===== src/rtl/comp_serial_lsb_if.sv =====
// Start/done handshake, operands and one-hot verdict flags of the serial LSB-first comparator.
interface comp_serial_lsb_if #(
    parameter int WIDTH = 16
);
    logic             start;
    logic [WIDTH-1:0] A;
    logic [WIDTH-1:0] B;
    logic             busy;
    logic             done;
    logic             A_G_B;
    logic             A_E_B;
    logic             A_L_B;

    modport master (output start, A, B, input busy, done, A_G_B, A_E_B, A_L_B);
    modport slave  (input start, A, B, output busy, done, A_G_B, A_E_B, A_L_B);
endinterface


===== src/rtl/comp_serial_lsb.sv =====
// Serial magnitude comparator: one DIGIT-bit slice per clock, LSB digit first.
// Define SIGNED_CMP_EN for two's-complement operands (MSD top bit inverted before compare).
module comp_serial_lsb #(
    parameter int WIDTH = 16,
    parameter int DIGIT = 4
) (
    input  logic                  clk,
    input  logic                  rst_n,
    comp_serial_lsb_if.slave      bus
);
    localparam int NUM_DIGITS = WIDTH / DIGIT;
    localparam int CW         = (NUM_DIGITS > 1) ? $clog2(NUM_DIGITS) : 1;

    typedef enum logic { S_IDLE, S_RUN } state_t;
    typedef enum logic [1:0] { REL_EQ, REL_GT, REL_LT } rel_t;

    state_t           r_state, w_state_nx;
    rel_t             r_rel, w_rel_nx, w_rel_upd;
    logic [WIDTH-1:0] r_a, r_b, w_a_nx, w_b_nx;
    logic [CW-1:0]    r_cnt, w_cnt_nx;
    logic             r_done, w_done_nx;
    logic             r_gt, r_eq, r_lt, w_gt_nx, w_eq_nx, w_lt_nx;
    logic [DIGIT-1:0] w_da, w_db;
    logic             w_last;

    assign w_last = (r_cnt == CW'(NUM_DIGITS - 1));

    // A higher digit that differs overrides whatever the lower digits decided.
    always_comb begin
        w_da = r_a[DIGIT-1:0];
        w_db = r_b[DIGIT-1:0];
`ifdef SIGNED_CMP_EN
        if (w_last) begin
            w_da[DIGIT-1] = ~w_da[DIGIT-1];
            w_db[DIGIT-1] = ~w_db[DIGIT-1];
        end
`else
`endif
        if (w_da > w_db)      w_rel_upd = REL_GT;
        else if (w_da < w_db) w_rel_upd = REL_LT;
        else                  w_rel_upd = r_rel;
    end

    always_comb begin
        w_state_nx = r_state;
        w_rel_nx   = r_rel;
        w_a_nx     = r_a;
        w_b_nx     = r_b;
        w_cnt_nx   = r_cnt;
        w_done_nx  = 1'b0;
        w_gt_nx    = r_gt;
        w_eq_nx    = r_eq;
        w_lt_nx    = r_lt;
        case (r_state)
            S_IDLE: begin
                if (bus.start) begin
                    w_state_nx = S_RUN;
                    w_a_nx     = bus.A;
                    w_b_nx     = bus.B;
                    w_rel_nx   = REL_EQ;
                    w_cnt_nx   = '0;
                end
            end
            S_RUN: begin
                w_a_nx   = r_a >> DIGIT;
                w_b_nx   = r_b >> DIGIT;
                w_rel_nx = w_rel_upd;
                w_cnt_nx = r_cnt + 1'b1;
                if (w_last) begin
                    w_state_nx = S_IDLE;
                    w_done_nx  = 1'b1;
                    w_gt_nx    = (w_rel_upd == REL_GT);
                    w_eq_nx    = (w_rel_upd == REL_EQ);
                    w_lt_nx    = (w_rel_upd == REL_LT);
                end
            end
            default: w_state_nx = S_IDLE;
        endcase
    end

    always_ff @(posedge clk or negedge rst_n) begin
        if (!rst_n) begin
            r_state <= S_IDLE;
            r_rel   <= REL_EQ;
            r_a     <= '0;
            r_b     <= '0;
            r_cnt   <= '0;
            r_done  <= 1'b0;
            r_gt    <= 1'b0;
            r_eq    <= 1'b0;
            r_lt    <= 1'b0;
        end else begin
            r_state <= w_state_nx;
            r_rel   <= w_rel_nx;
            r_a     <= w_a_nx;
            r_b     <= w_b_nx;
            r_cnt   <= w_cnt_nx;
            r_done  <= w_done_nx;
            r_gt    <= w_gt_nx;
            r_eq    <= w_eq_nx;
            r_lt    <= w_lt_nx;
        end
    end

    assign bus.busy  = (r_state == S_RUN);
    assign bus.done  = r_done;
    assign bus.A_G_B = r_gt;
    assign bus.A_E_B = r_eq;
    assign bus.A_L_B = r_lt;
endmodule


===== src/flat_wrapper.sv =====
// flat-port wrapper written by rule: the top's interface ports become plain ports
module comp_serial_lsb_flat 
#(
    parameter int WIDTH = 16,
    parameter int DIGIT = 4
)
  (clk, rst_n, bus_start, bus_A, bus_B, bus_busy, bus_done, bus_A_G_B, bus_A_E_B, bus_A_L_B);
  comp_serial_lsb_if #(.WIDTH(WIDTH)) bus_i ();
  input  logic clk;
  input  logic rst_n;
  input wire logic [$bits(bus_i.start)-1:0] bus_start;
  input wire logic [$bits(bus_i.A)-1:0] bus_A;
  input wire logic [$bits(bus_i.B)-1:0] bus_B;
  output wire logic [$bits(bus_i.busy)-1:0] bus_busy;
  output wire logic [$bits(bus_i.done)-1:0] bus_done;
  output wire logic [$bits(bus_i.A_G_B)-1:0] bus_A_G_B;
  output wire logic [$bits(bus_i.A_E_B)-1:0] bus_A_E_B;
  output wire logic [$bits(bus_i.A_L_B)-1:0] bus_A_L_B;
  assign bus_i.start = bus_start;
  assign bus_i.A = bus_A;
  assign bus_i.B = bus_B;
  assign bus_busy = bus_i.busy;
  assign bus_done = bus_i.done;
  assign bus_A_G_B = bus_i.A_G_B;
  assign bus_A_E_B = bus_i.A_E_B;
  assign bus_A_L_B = bus_i.A_L_B;
  comp_serial_lsb #(.WIDTH(WIDTH), .DIGIT(DIGIT)) u_core (.clk(clk), .rst_n(rst_n), .bus(bus_i));
endmodule

===== config.mk =====
export PLATFORM = sky130hd
export DESIGN_NAME = comp_serial_lsb_flat
export DESIGN_NICKNAME = d
export VERILOG_FILES = /design/src/rtl/comp_serial_lsb_if.sv /design/src/rtl/comp_serial_lsb.sv /design/src/flat_wrapper.sv
export SDC_FILE = /design/constraint.sdc
export NUM_CORES = 1
export LEC_CHECK = 0
export BUFFER_PORTS_ARGS = -buffer_cell sky130_fd_sc_hd__buf_2
export CORE_ASPECT_RATIO = 0.75
export CORE_MARGIN = 2
export CORE_UTILIZATION = 54
export CTS_CLUSTER_DIAMETER = 150
export CTS_CLUSTER_SIZE = 8
export DETAILED_ROUTE_END_ITERATION = 10
export PLACE_DENSITY = 0.79
export REMOVE_ABC_BUFFERS = 1
export SYNTH_ARGS = -nofsm -noshare
export SYNTH_HDL_FRONTEND = slang
export SYNTH_SLANG_ARGS = --single-unit

===== constraint.sdc =====
create_clock -name clk -period 1.65 [get_ports clk]
set_clock_uncertainty 0.05 [all_clocks]
set_input_delay 0.165 -clock clk [delete_from_list [all_inputs] [get_ports clk]]
set_output_delay 0.165 -clock clk [all_outputs]
set_load 0.05 [all_outputs]

**Word level (Yosys, flattened, before mapping)**

Cells that the tools add are included.

- Flip-flop bits (word level): 41
- Input port bits: 35
- Output and inout port bits: 5
- Logic and storage cells: 33

- Add/sub/neg operators: 1
- $lt $le $gt $ge: 2
- Equality and inequality tests: 4
- Multiplexer cells: 14
- Bitwise gates (word level): 1
- Reduce and logical (&&, ||, !) cells: 2

Operators by type and width:

| operator | number |
|---|---|
| one-hot mux 16 bit (2 select lines) | 2 |
| two-way mux 16 bit | 2 |
| one-hot mux 2 bit (2 select lines) | 2 |
| two-way mux 2 bit | 3 |
| == test 2 bit, second input constant | 2 |
| > comparator 4 bit | 1 |
| less-than comparator 4 bit | 1 |
| two-way mux 1 bit | 4 |
| adder 2 x 1 -> 2 bit, second input constant | 1 |
| == test 2 x 1 -> 1 bit, second input constant | 1 |
| zero test 2 bit | 1 |
| != test 2 bit, second input constant | 1 |
| one-hot mux 1 bit (2 select lines) | 1 |
| AND reduction 2 bit | 1 |
| NOT 1 bit | 1 |

**Logic depth before layout (Yosys ltp)**

- Word-level depth: 4
- Gate-level depth with buffers: 6
- Gate-level depth less buffers: 6

**Least setup slack after synthesis**

OpenSTA, ideal clock, no wires.

- Path kind: register to register
- From: register u_core.r_state, in the netlist u_core.bus.busy
- To: register u_core.r_b[5]
- Library setup time: 0.074 ns
- Arrival: 1.236 ns
- Required time: 1.526 ns
- Path slack: 0.290 ns
- Stages on the path, launching flop included: 6
- Path buffers: 3
- Period minus slack after synthesis: 1.360 ns
- Path through: dfrtp_1 -> buf_4 -> buf_6 -> buf_2 -> nand2_1 -> o21ai_2

- Word-level cells in the longest chain between the ends: 2
- Elaborated cells between the ends (all ways): 3
- Those cells by class: eq/ne (1); mux (1); bitwise (1)

Ends and longest elaborated chain:

| what | RTL line | source |
|---|---|---|
| start, declared | comp_serial_lsb.sv:17 | `state_t r_state, w_state_nx;` |
| start signal, assigned | comp_serial_lsb.sv:93 | `r_state <= w_state_nx;` |
| NOT 1 bit | comp_serial_lsb.sv:54 | `case (r_state)` |
| one-hot mux 16 bit (2 select lines) / != test 2 bit (equally long branches) | -- |  |
| end signal, assigned | comp_serial_lsb.sv:96 | `r_b <= w_b_nx;` |
| end, declared | comp_serial_lsb.sv:19 | `logic [WIDTH-1:0] r_a, r_b, w_a_nx, w_b_nx;` |

Parallel ways exist; a longest one is shown, timed or not.
A chain may end at the register's enable or synchronous reset.

**Final worst setup path**

- From: register u_core.r_state, in the netlist u_core.bus.busy
- To: output bus_busy

RTL lines:

| what | RTL line | source |
|---|---|---|
| end, declared | flat_wrapper.sv:14 | `output wire logic [$bits(bus_i.busy)-1:0] bus_busy;` |

No word-level cell between the ends.

==> flow_summary_export.csv <==
group,metric,value,unit
clock_network,cts_tree,"done",
timing,slew_headroom,0.7215,
floorplan,dieHeight,56.12,um
route,initialDrtViolationCount,86,
yosys,ys_seq_elements,41,
timing,rsz0062_at_grt,"no",
pwr,finalPower,3.557,mW
worst_setup_path,crit_arrival,1280,ps
timing,max_freq,0.6693,GHz
worst_setup_path,required,1430,ps
hold_path,min_path_type,"in -> reg",
yosys,ys_warn_count,0,
final_layout,antennaDiodeCount,0,
worst_setup_path,r2r_setup_slack,170,ps
route,drtPass1Iterations,4,
pwr,ir_worst_vdd,0.0009975,V
yosys,yosysTopAreaCellShare,0.5246,
timing,slew_viol_final,0,
timing,period_share,0.9055,
floorplan,dieArea,4124,sq um
worst_setup_path,cp_top_family,"flip-flops",
floorplan,dieWidth,73.49,um
timing,finalSetupViolations,0,
worst_setup_path,crit_chain,"buf_2",
clock_network,clock_latency,290,ps
grt,met3_usage,0.06703,
flow_run,cap_viol_max_count,0,
yosys,yosysSeqAreaShare,0.5246,
floorplan,start_util,0.5789,
timing,tightest_slew,417.7,ps
grt,grt_use_met1,0.2532,
timing,post-route-min-period,1494,ps
clock_network,htree_num_levels,2,
grt,grtUsageTotal,0.2026,
floorplan,coreArea,3378,sq um
timing,finalHoldViolations,0,
grt,grt_util_met2,0.3214,
worst_setup_path,path_class,"reg -> out",
route,drc,0,
route,ant_nets,0,
placement,gp_congestion,0.8252,
placement,place_area,2145,sq um
yosys,ys_types,21,
placement,dp_hpwl,2.676,mm
yosys,yosys.area.top_type,"dfrtp_1",
grt,grt_pass1_wl,6.354,mm
worst_setup_path,cp-start-kind,"flop",
placement,portBuffers,39,
pwr,powerDensity,1587,nW/um^2
final_layout,fin_area,2241,sq um
route,via_count,1394,
clock_network,cts_buffer_depth,2,
final_layout,postLayoutCoreUtil,0.6633,
pwr,p_leak,1.162,nW
floorplan,io_pins,40,
clock_network,clkSinkCount,41,
worst_setup_path,slowest_stage,"dfrtp_2",
route,routed_wl,3.601,mm
clock_network,cts_inserted_buffers,5,
run_status,status,"completed",
route,via_per_inst,5.362,
yosys,yosys-top-cells-area,"dfrtp_1 (52%), mux2i_1 (17%), nand2_1 (5.0%)",
worst_setup_path,critPathMaxFanout,24,
yosys,netlist_instances,178,
grt,grt_pass1_vias,1460,
yosys,synth_area_per_cell,10.99,sq um
worst_setup_path,max_stage_delay,630,ps
final_layout,layout.nets,260,
grt,overflow,0,
final_layout,drive_above_1_share,0.2591,
worst_setup_path,cp-end-kind,"output pin",
floorplan,rows,18,
worst_setup_path,path_buf_inv,1,
grt,grt_max_degree,25,
yosys,synth.cell_area,1956,sq um
route,wl_per_cell,13.85,um
grt,busiest_layer,"met2",
clock_network,clkTransAtPathRegs,70,ps
grt,antenna_found_initial,0,
final_layout,area_growth,14.59,%
clock_network,clockRootBuffer,"clkbuf_8",
[timing repair]
item,in CTS,in global routing
endpoints found under the hold margin,14,0
hold buffers,1,0
buffers inserted,0,0
gates resized for setup,0,0
[Yosys cell counts, drive strengths merged]
library cell / instances
a22o: 2
or2b: 1
buf: 11
mux2i: 33
o21ai: 26
nand4: 1
inv: 9
a2bb2oi: 1
ha: 5
nor2: 12
a32o: 2
dfrtp: 41
a21oi: 7
nand2: 27
[stage by stage]
step           hold slack [ps]  instances  setup slack [ps]  setup TNS [ps]
6_report                 63.55        260             156.0               0
5_1_grt                  90.70        260             90.00               0
4_1_cts                  55.24        260             146.1               0
3_5_place_dp             37.99        252             185.9               0
3_3_place_gp             33.29        252             295.2               0
2_1_floorplan           -180.6        167            -617.2          -11990
[cells in the final DEF, fill, tap and decap left out, drive strengths merged, types with 2 or more instances in the layout]
cell    count
nor2       12
buf        45
a21oi       7
ha          5
dfrtp      41
o21ai      26
inv         9
clkbuf      7
a32o        2
mux2i      33
nand2      27
a22o        2
[state kept, by name (all words and copies together), names as in the netlist]
name	cells
u_core.r_rel	2
u_core.r_b	16
u_core.r_a	16
u_core.r_cnt	2
u_core.bus.A_L_B	1
u_core.bus.busy	1
u_core.bus.A_E_B	1
u_core.bus.A_G_B	1
u_core.bus.done	1
[path summary, 6_finish.rpt]
kind                            startpoint               to  cells past startpoint
max                        u_core.bus.busy         bus_busy                      1
max reg2reg                  u_core.r_a[3]  u_core.r_rel[0]                      5
min reg2reg                  u_core.r_a[5]    u_core.r_a[1]                      2
min                              bus_B[13]   u_core.r_b[13]                      3
min in group asynchronous            rst_n   u_core.r_b[12]                      2
max in group asynchronous            rst_n  u_core.bus.busy                      3
[routing by layer]
layer,part of all wire,routed length [um],vias to the layer above
li1,-,-,690
met1,0.44,1588,658
met2,0.49,1780,38
met3,0.046,166,8
met4,0.018,65,0
met5,0,0,-
[cell type report]
type,count,area [sq um]
well taps,40,50.05
inverters,9,33.78
clock buffers,7,86.33
flip-flops and latches,41,1027
fillers,287,1137
repair buffers,46,262.8
multi-input cells,117,780.7
[power breakdown]
group / leakage [nW] / internal, mW / switching, mW / total, mW
clock: 0.0443 / 0.332 / 0.320 / 0.652
sequential: 0.535 / 1.35 / 0.264 / 1.62
combinational: 0.582 / 0.507 / 0.783 / 1.29
total: 1.16 / 2.19 / 1.37 / 3.56
[kinds of logic after synthesis]
group | count (synthesis) | share of synthesized area
AO/OA/AOI/OAI | 38 | 0.1139
adder cells (fa/ha/maj) | 5 | 0.03199
buffers and inverters | 20 | 0.07613
flip-flops | 41 | 0.5246
multiplexers | 33 | 0.1689
AND/OR/NAND/NOR | 41 | 0.08446
Power figures use the tool's default switching activity.
